--- config.mk ---
export PLATFORM = sky130hd
export DESIGN_NAME = bpsk_tx_scheduler
export DESIGN_NICKNAME = d
export VERILOG_FILES = /design/src/rtl/bpsk_tx_scheduler.sv
export SDC_FILE = /design/constraint.sdc
export NUM_CORES = 1
export LEC_CHECK = 0
export CORE_MARGIN = 1
export CORE_UTILIZATION = 52
export CTS_BUF_LIST = sky130_fd_sc_hd__clkbuf_2 sky130_fd_sc_hd__clkbuf_4 sky130_fd_sc_hd__clkbuf_8
export DETAILED_ROUTE_END_ITERATION = 6
export PLACE_DENSITY = 0.88
export SLEW_MARGIN = 20
export SYNTH_ARGS = -nofsm -noshare
export SYNTH_HDL_FRONTEND = slang
export SYNTH_SLANG_ARGS = --single-unit
--- constraint.sdc ---
create_clock -name clock -period 2.2 [get_ports clock]
set_clock_uncertainty 0.2 [all_clocks]
set_input_delay 0.33 -clock clock [delete_from_list [all_inputs] [get_ports clock]]
set_output_delay 0.33 -clock clock [all_outputs]
set_load 0.005 [all_outputs]
--- src/rtl/bpsk_tx_scheduler.sv ---
// Round-robin two-source BPSK transmit scheduler: alternating preamble, LSB-first payload, gap.
// First bit appears the clock after the handshake; sources are held off (ready=0) outside IDLE.
module bpsk_tx_scheduler #(
    parameter int PACKET_SIZE   = 16,
    parameter int WAVELENGTH    = 4,
    parameter int PREAMBLE_BITS = 8,
    parameter int GAP_CYCLES    = 8
) (
    input  logic                   clock,
    input  logic                   reset_n,
    input  logic                   req_valid_a,
    input  logic [PACKET_SIZE-1:0] req_data_a,
    output logic                   req_ready_a,
    input  logic                   req_valid_b,
    input  logic [PACKET_SIZE-1:0] req_data_b,
    output logic                   req_ready_b,
    output logic                   current_bit,
    output logic                   tx_active,
    output logic                   bit_strobe,
    output logic                   grant_b,
    output logic                   done
);
    localparam logic [1:0] S_IDLE     = 2'd0;
    localparam logic [1:0] S_PREAMBLE = 2'd1;
    localparam logic [1:0] S_SEND     = 2'd2;
    localparam logic [1:0] S_GAP      = 2'd3;

    localparam int BIT_MAX = (PACKET_SIZE > PREAMBLE_BITS) ? PACKET_SIZE : PREAMBLE_BITS;
    localparam int BW      = $clog2(BIT_MAX + 1);
    localparam int CW      = $clog2(WAVELENGTH + 1);
    localparam int GW      = (GAP_CYCLES > 0) ? $clog2(GAP_CYCLES + 1) : 1;

    localparam logic [CW-1:0] CYC_LAST = CW'(WAVELENGTH - 1);
    localparam logic [BW-1:0] PRE_LAST = BW'((PREAMBLE_BITS > 0) ? PREAMBLE_BITS - 1 : 0);
    localparam logic [BW-1:0] PKT_LAST = BW'(PACKET_SIZE - 1);
    localparam logic [GW-1:0] GAP_LAST = GW'((GAP_CYCLES > 0) ? GAP_CYCLES - 1 : 0);
    localparam logic [1:0]    FIRST_TX = (PREAMBLE_BITS > 0) ? S_PREAMBLE : S_SEND;
    localparam logic [1:0]    AFTER_TX = (GAP_CYCLES > 0) ? S_GAP : S_IDLE;

    logic [1:0]             state;
    logic [BW-1:0]          bit_cnt;
    logic [CW-1:0]          cyc_cnt;
    logic [GW-1:0]          gap_cnt;
    logic [PACKET_SIZE-1:0] pkt_dat;
    logic [PACKET_SIZE-1:0] pkt_shift;
    logic                   rr_ptr;
    logic                   handshake;
    logic                   bit_last;

    // rr_ptr=1 means B wins a tie; only the winner ever sees ready.
    assign req_ready_a = (state == S_IDLE) && req_valid_a && !(req_valid_b && rr_ptr);
    assign req_ready_b = (state == S_IDLE) && req_valid_b && (!req_valid_a || rr_ptr);
    assign handshake   = req_ready_a || req_ready_b;

    assign bit_last  = (state == S_PREAMBLE) ? (bit_cnt == PRE_LAST) : (bit_cnt == PKT_LAST);
    assign pkt_shift = pkt_dat >> bit_cnt;

    always_comb begin
        tx_active   = (state == S_PREAMBLE) || (state == S_SEND);
        bit_strobe  = tx_active && (cyc_cnt == '0);
        current_bit = 1'b0;
        if (state == S_PREAMBLE)
            current_bit = ~bit_cnt[0];
        else if (state == S_SEND)
            current_bit = pkt_shift[0];
    end

    always_ff @(posedge clock or negedge reset_n) begin
        if (!reset_n) begin
            state   <= S_IDLE;
            bit_cnt <= '0;
            cyc_cnt <= '0;
            gap_cnt <= '0;
            pkt_dat <= '0;
            rr_ptr  <= 1'b0;
            grant_b <= 1'b0;
            done    <= 1'b0;
        end else begin
            done <= 1'b0;
            case (state)
                S_IDLE: begin
                    if (handshake) begin
                        pkt_dat <= req_ready_b ? req_data_b : req_data_a;
                        grant_b <= req_ready_b;
                        rr_ptr  <= ~req_ready_b;
                        bit_cnt <= '0;
                        cyc_cnt <= '0;
                        state   <= FIRST_TX;
                    end
                end
                S_PREAMBLE, S_SEND: begin
                    if (cyc_cnt == CYC_LAST) begin
                        cyc_cnt <= '0;
                        if (bit_last) begin
                            bit_cnt <= '0;
                            if (state == S_PREAMBLE) begin
                                state <= S_SEND;
                            end else begin
                                state   <= AFTER_TX;
                                done    <= 1'b1;
                                gap_cnt <= '0;
                            end
                        end else begin
                            bit_cnt <= bit_cnt + BW'(1);
                        end
                    end else begin
                        cyc_cnt <= cyc_cnt + CW'(1);
                    end
                end
                S_GAP: begin
                    // The done cycle is the first of the gap cycles.
                    if (gap_cnt == GAP_LAST)
                        state <= S_IDLE;
                    else
                        gap_cnt <= gap_cnt + GW'(1);
                end
                default: state <= S_IDLE;
            endcase
        end
    end
endmodule

==> reports/results.ini, run 1 <==
[run_status]
outcome = finished with violations
violations = DRC, setup timing

[timing]
worst_pin_slew_ns = 0.4771
min_period_ns = 2.334
setup_slack_ns = -0.1337
slew_violations = 0
max_clock_freq_mhz = 428.5
setup_violations = 4
period_share_pct = 106.1
relSlewSlack_pct = 67.90
rsz0062_at_grt = yes
hold_viol = 0

[routing]
wl_mm = 5.812
drtIter0Drc = 320
wl_per_cell_um = 19.31
detail-route-antenna-nets = 0
via_count = 1912
dr.pass1.iters = 7
drc_errors = 2
routed_via_density = 6.352

[pwr]
leakagePower_nw = 1.254
ir_drop_uv = 1133
power_density_nw_per_um2 = 1506
power.total_w = 0.004172

[worst_setup_path]
crit_required_ns = 1.67
cp_max_fo = 4
startpoint_type = flip-flop
r2r-end = gap_cnt[3]$_DFFE_PN0P_
rrSetupSlack_ns = -0.01
worst-setup-path-type = reg2out
critical_path_arrival_ns = 1.80
end_kind = output pin
reg2reg_depth = 8
r2r_start = state[0]$_DFFE_PN0P_

[synth]
postSynthAreaPerCell_um2 = 10.27
synth_area_um2 = 1901
synthFlopType = dfrtp_1
syn-instance-count = 185
syn_nets = 229
yosysSeqAreaShare_pct = 43.45
ys_ff_latch = 33
yosys_warnings = 0
netlist-cell-type-count = 48
synth_edf_count = 0
async_flop_share_pct = 100.0

[clock_network]
cts_root_buffer = clkbuf_4
cts_num_sinks = 33
clk_pin_slew_ns = 0.11
cts_tree = yes
cts_buffer_depth = 2
numCtsBuffers = 5
insertion_delay_ns = 0.35
htree_levels = 2
postCtsHoldBufs = 0

[layout]
layout_common_cells = clkdlybuf4s50_1, dfrtp_1, buf_4, inv_1, nand2_1
drive_above_1_share_pct = 27.06
nets = 298
layout_commonest_cell = clkdlybuf4s50_1
n_antenna_cell = 0
syn2layout_area_growth_pct = 45.75

[run]
maxCapViolations = 0

[global_route]
grt-ovfl-total = 0
grt_pass1_vias = 1721
antenna_found_initial = 0
grt_usage_pct = 27.93
grt_pass1_wl_mm = 8.300
grt_max_degree = 34

[floorplan]
die_x_um = 62.46
initial_core_util_pct = 55.64
num_rows = 21
die_height_um = 62.46
core_region_area_um2 = 3416
dieArea_um2 = 3901
ios = 43

[placement]
hpwlAfterDp_mm = 3.231
place_congestion = 0.8332
pre_cts_ws_ns = -0.04297
io_buffers = 42

[min_path]
hp-class = in2async

-- through the flow --
step	std cells	TNS [ns]	util (%)	area, um2	hold slack (ns)
after CTS	293	-0.3012	75.97	2595	0.1866
final	301	-0.1502	81.10	2770	0.1743
after detailed placement	284	-0.07947	72.60	2480	0.2652
after global routing	301	-0.5215	81.10	2770	0.2047
after floorplan	185	0	-	1901	-0.1656
after global placement	284	-0.04780	72.60	2480	0.2586
-- metal layers --
metal / wire length [um] / vias to the layer above / global-route usage, %
met5: 0 / - / 0
met4: 207 / 0 / 14.53
li1: - / 835 / -
met3: 423 / 23 / 5.292
met1: 2293 / 938 / 35.09
met2: 2888 / 116 / 45.65
-- cells in the mapped netlist, types with 3 or more instances --
library cell	number	area (um2)
a21o_1	3	22.52
a21oi_1	3	15.01
a222oi_1	12	120.1
a2bb2oi_1	3	26.28
buf_2	3	15.01
clkbuf_1	5	18.77
dfrtp_1	33	825.8
ha_1	8	100.1
inv_1	21	78.83
mux2i_1	11	110.1
nand2_1	13	48.80
nand2b_1	4	25.02
nand3_1	6	30.03
nand3b_1	3	22.52
nor2_1	3	11.26
nor4_1	3	18.77
o21ai_0	12	60.06
-- registers in the layout, indices dropped and copies added (netlist names) --
name / cells
gap_cnt: 4
cyc_cnt: 3
bit_cnt: 5
state: 2
pkt_dat: 16
grant_b: 1
rr_ptr: 1
done: 1
-- kinds of logic after synthesis --
logic type	count (synthesis)	synth area share [%]
muxes	13	8.163
and+or+nand+nor	48	14.68
DFF	33	43.45
AOI/OAI and AO/OA	51	20.87
adders and majority gates	8	5.267
buffers and inverters	31	7.110
xor gates and xnor gates	1	0.4609
-- worst max path at each step --
stage | startpoint | endpoint | slack (ns) | depth (start not counted)
floorplan | state[1]$_DFFE_PN0P_ | gap_cnt[3]$_DFFE_PN0P_ | 0.12 | 7
global placement | req_valid_a | req_ready_a | -0.04 | 4
detailed placement | req_valid_a | req_ready_a | -0.04 | 4
CTS | state[0]$_DFFE_PN0P_ | current_bit | -0.19 | 6
global route | bit_cnt[0]$_DFFE_PN0P_ | current_bit | -0.25 | 5
finish | bit_cnt[0]$_DFFE_PN0P_ | current_bit | -0.13 | 5
-- critical path, stage by stage, from the launching register on --
cell	delay (ns)
dfrtp_2	0.44
mux4_2	0.53
a2bb2oi_1	0.15
nand4_1	0.10
o211ai_1	0.11
clkbuf_2	0.13
-- repair_timing --
| item | in CTS | in global routing |
|---|---|---|
| setup endpoints to repair | 5 | 10 |
| gates cloned | 0 | 1 |
| pin swaps | 1 | 14 |
| gates resized for setup | 12 | 33 |
| buffers inserted | 1 | 7 |
-- final cells by class --
class	count	area, um2
Multi-Input combinational cell	122	1081
Inverter	21	78.83
Timing Repair Buffer	71	636.9
Sequential cell	33	827.0
Clock inverter	1	30.03
Fill cell	190	645.6
Tap cell	46	57.56
Clock buffer	7	58.81
-- where the power goes --
part	switching (W)	internal (W)	leakage [nW]
Sequential	0.000250	0.000869	0.415
Combinational	0.00128	0.00127	0.790
Clock	0.000221	0.000283	0.0489
Total	0.00175	0.00242	1.25
Power figures use the tool's default switching activity.
==> run 2, diff against run 1 <==
--- a/config.mk
+++ b/config.mk
@@ -8,6 +8,7 @@
 export CORE_MARGIN = 1
 export CORE_UTILIZATION = 52
 export CTS_BUF_LIST = sky130_fd_sc_hd__clkbuf_2 sky130_fd_sc_hd__clkbuf_4 sky130_fd_sc_hd__clkbuf_8
+export CTS_CLUSTER_DIAMETER = 200
 export DETAILED_ROUTE_END_ITERATION = 6
 export PLACE_DENSITY = 0.88
 export SLEW_MARGIN = 20
==> constraint.sdc (replaced) <==
create_clock -name clock -period 2.2 [get_ports clock]
set_clock_uncertainty 0.2 [all_clocks]
set_input_delay 0.44 -clock clock [delete_from_list [all_inputs] [get_ports clock]]
set_output_delay 0.44 -clock clock [all_outputs]
set_load 0.005 [all_outputs]
==> reports/results.ini, run 2 (synthesized netlist as in run 1, its figures left out) <==
[worst_setup_path]
cp_max_fo = 3  ; -1
worst-setup-path-type = reg2out
max_stage_delay_ns = 0.54  ; about the same
path_delay_family = multiplexers
startpoint_type = flip-flop
worst-path-buf-inv = 1  ; unchanged
worstPathCellList = mux4_2 -> a2bb2oi_1 -> nand3_1 -> o211ai_1 -> buf_2
end_kind = output pin
crit_required_ns = 1.56  ; -0.11 ns
critical_path_arrival_ns = 1.83  ; +0.03 ns
cpMaxStageDelayCell = mux4_2

[layout]
nets = 312  ; +4.7%
n_antenna_cell = 0  ; unchanged
syn2layout_area_growth_pct = 53.39
layout_commonest_cell = buf_4
largest_reg_flops = 16  ; unchanged
top_regs = pkt_dat (16), bit_cnt (5), gap_cnt (4)
nFillCells = 159  ; -16%
drive_above_1_share_pct = 33.83  ; +6.8 points
top_register = pkt_dat
layout_common_cells = buf_4, clkdlybuf4s50_1, dfrtp_1, inv_1, nand2_1
post-route-util_pct = 85.35  ; +4.2 points

[routing]
dr.pass1.iters = 7  ; unchanged
routed_via_density = 6.870  ; +8.1%
drc_errors = 1  ; -1
detail-route-antenna-nets = 0  ; unchanged
wl_per_cell_um = 23.44  ; +21%
drtIter0Drc = 450  ; +41%
via_count = 2164  ; +13%
wl_mm = 7.384  ; +27%

[run_status]
outcome = finished with violations
violations = DRC, setup timing

[global_route]
grt_max_degree = 34  ; unchanged
grt_pass1_vias = 1948  ; +13%
antenna_found_initial = 0  ; unchanged
grt-ovfl-total = 0  ; unchanged
grt_usage_pct = 33.18  ; +5.2 points
grt_pass1_wl_mm = 9.832  ; +18%

[clock_network]
htree_levels = 2  ; unchanged
numCtsBuffers = 5  ; unchanged
clk_pin_slew_ns = 0.11  ; about the same
insertion_delay_ns = 0.35  ; about the same
cts_tree = yes
cts_num_sinks = 33  ; unchanged
cts_buffer_depth = 2  ; unchanged
cts_root_buffer = clkbuf_4

[timing]
period_share_pct = 112.2  ; +6.1 points
slew_violations = 0  ; unchanged
max_clock_freq_mhz = 405.1  ; -5.5%
hold_viol = 0  ; unchanged
setup_slack_ns = -0.2688  ; -0.1352 ns
setup_violations = 7  ; +3
tns_ns = -0.8165  ; -0.6663 ns
worst_pin_slew_ns = 0.5562  ; +0.07909 ns
relSlewSlack_pct = 62.58  ; -5.3 points
min_period_ns = 2.469  ; +0.1352 ns
rsz0062_at_grt = yes

[min_path]
hp-class = reg2reg

[placement]
io_buffers = 42  ; unchanged
hpwlAfterDp_mm = 3.517  ; +8.8%
place_congestion = 0.8131  ; -2.4%

[floorplan]
core_region_area_um2 = 3416  ; unchanged
die_height_um = 62.46  ; unchanged
die_x_um = 62.46  ; unchanged
ios = 43  ; unchanged
initial_core_util_pct = 55.64  ; unchanged
dieArea_um2 = 3901  ; unchanged
num_rows = 21  ; unchanged

[pwr]
power_density_nw_per_um2 = 1609  ; +6.8%
leakagePower_nw = 1.326  ; +5.7%
ir_drop_uv = 1072  ; -5.4%

[run]
maxCapViolations = 0  ; unchanged

-- run 2: report_power, final --
group	leakage, nW	switching (W)	internal [W]
logic	0.862	0.00155	0.00150
clock network	0.0489	0.000222	0.000284
registers	0.415	0.000258	0.000869
total	1.33	0.00203	0.00266
-- run 2: layout make-up --
cell class	instances	area, um2	share of cell area (%)
Tap cell	46	57.56	1.974
Sequential cell	33	827.0	28.37
Timing Repair Buffer	86	765.7	26.27
Clock inverter	1	30.03	1.030
Inverter	21	81.33	2.790
Clock buffer	7	58.81	2.017
Multi-Input combinational cell	121	1095	37.55
-- run 2: timing repair --
item | in CTS | in global routing
hold buffers | 0 | 0
pin swaps | 3 | 12
setup endpoints to repair | 8 | 15
buffers inserted | 4 | 10
gates resized for setup | 28 | 34
cloned | 0 | 1
-- run 2: metrics by stage --
step                      area (um2)  hold slack (ns)  total power [W]  instances  setup WS (ns)
final                           2915           0.2839         0.004690        315        -0.2688
after global routing            2915           0.3110         0.004858        315        -0.3460
after CTS                       2736           0.2881         0.003833        305        -0.2020
after detailed placement        2547           0.2653         0.003130        293        -0.2026
after global placement          2547           0.2586         0.003046        293        -0.2050
after floorplan                 1901         -0.05559         0.002321        185         0.1239
-- run 2: worst paths after layout --
| kind | start | endpoint | slack (ns) | depth (start not counted) |
|---|---|---|---|---|
| setup / recovery | bit_cnt[0]$_DFFE_PN0P_ | current_bit | -0.27 | 5 |
| hold / removal | grant_b$_DFFE_PN0P_ | grant_b$_DFFE_PN0P_ | 0.28 | 1 |
| setup reg to reg | state[0]$_DFFE_PN0P_ | gap_cnt[0]$_DFFE_PN0P_ | -0.12 | 7 |
| hold reg to reg | grant_b$_DFFE_PN0P_ | grant_b$_DFFE_PN0P_ | 0.28 | 1 |
| max in group asynchronous | reset_n | bit_cnt[0]$_DFFE_PN0P_ | 1.16 | 2 |
| min in group asynchronous | reset_n | bit_cnt[4]$_DFFE_PN0P_ | 0.31 | 2 |
-- run 2: layer usage --
| layer | global-route usage (%) | routed length [um] | vias up |
|---|---|---|---|
| li1 | - | - | 853 |
| met1 | 39.78 | 2553 | 1044 |
| met2 | 54.08 | 3477 | 200 |
| met3 | 6.204 | 753 | 67 |
| met4 | 22.38 | 599 | 0 |
| met5 | 0 | 0 | - |
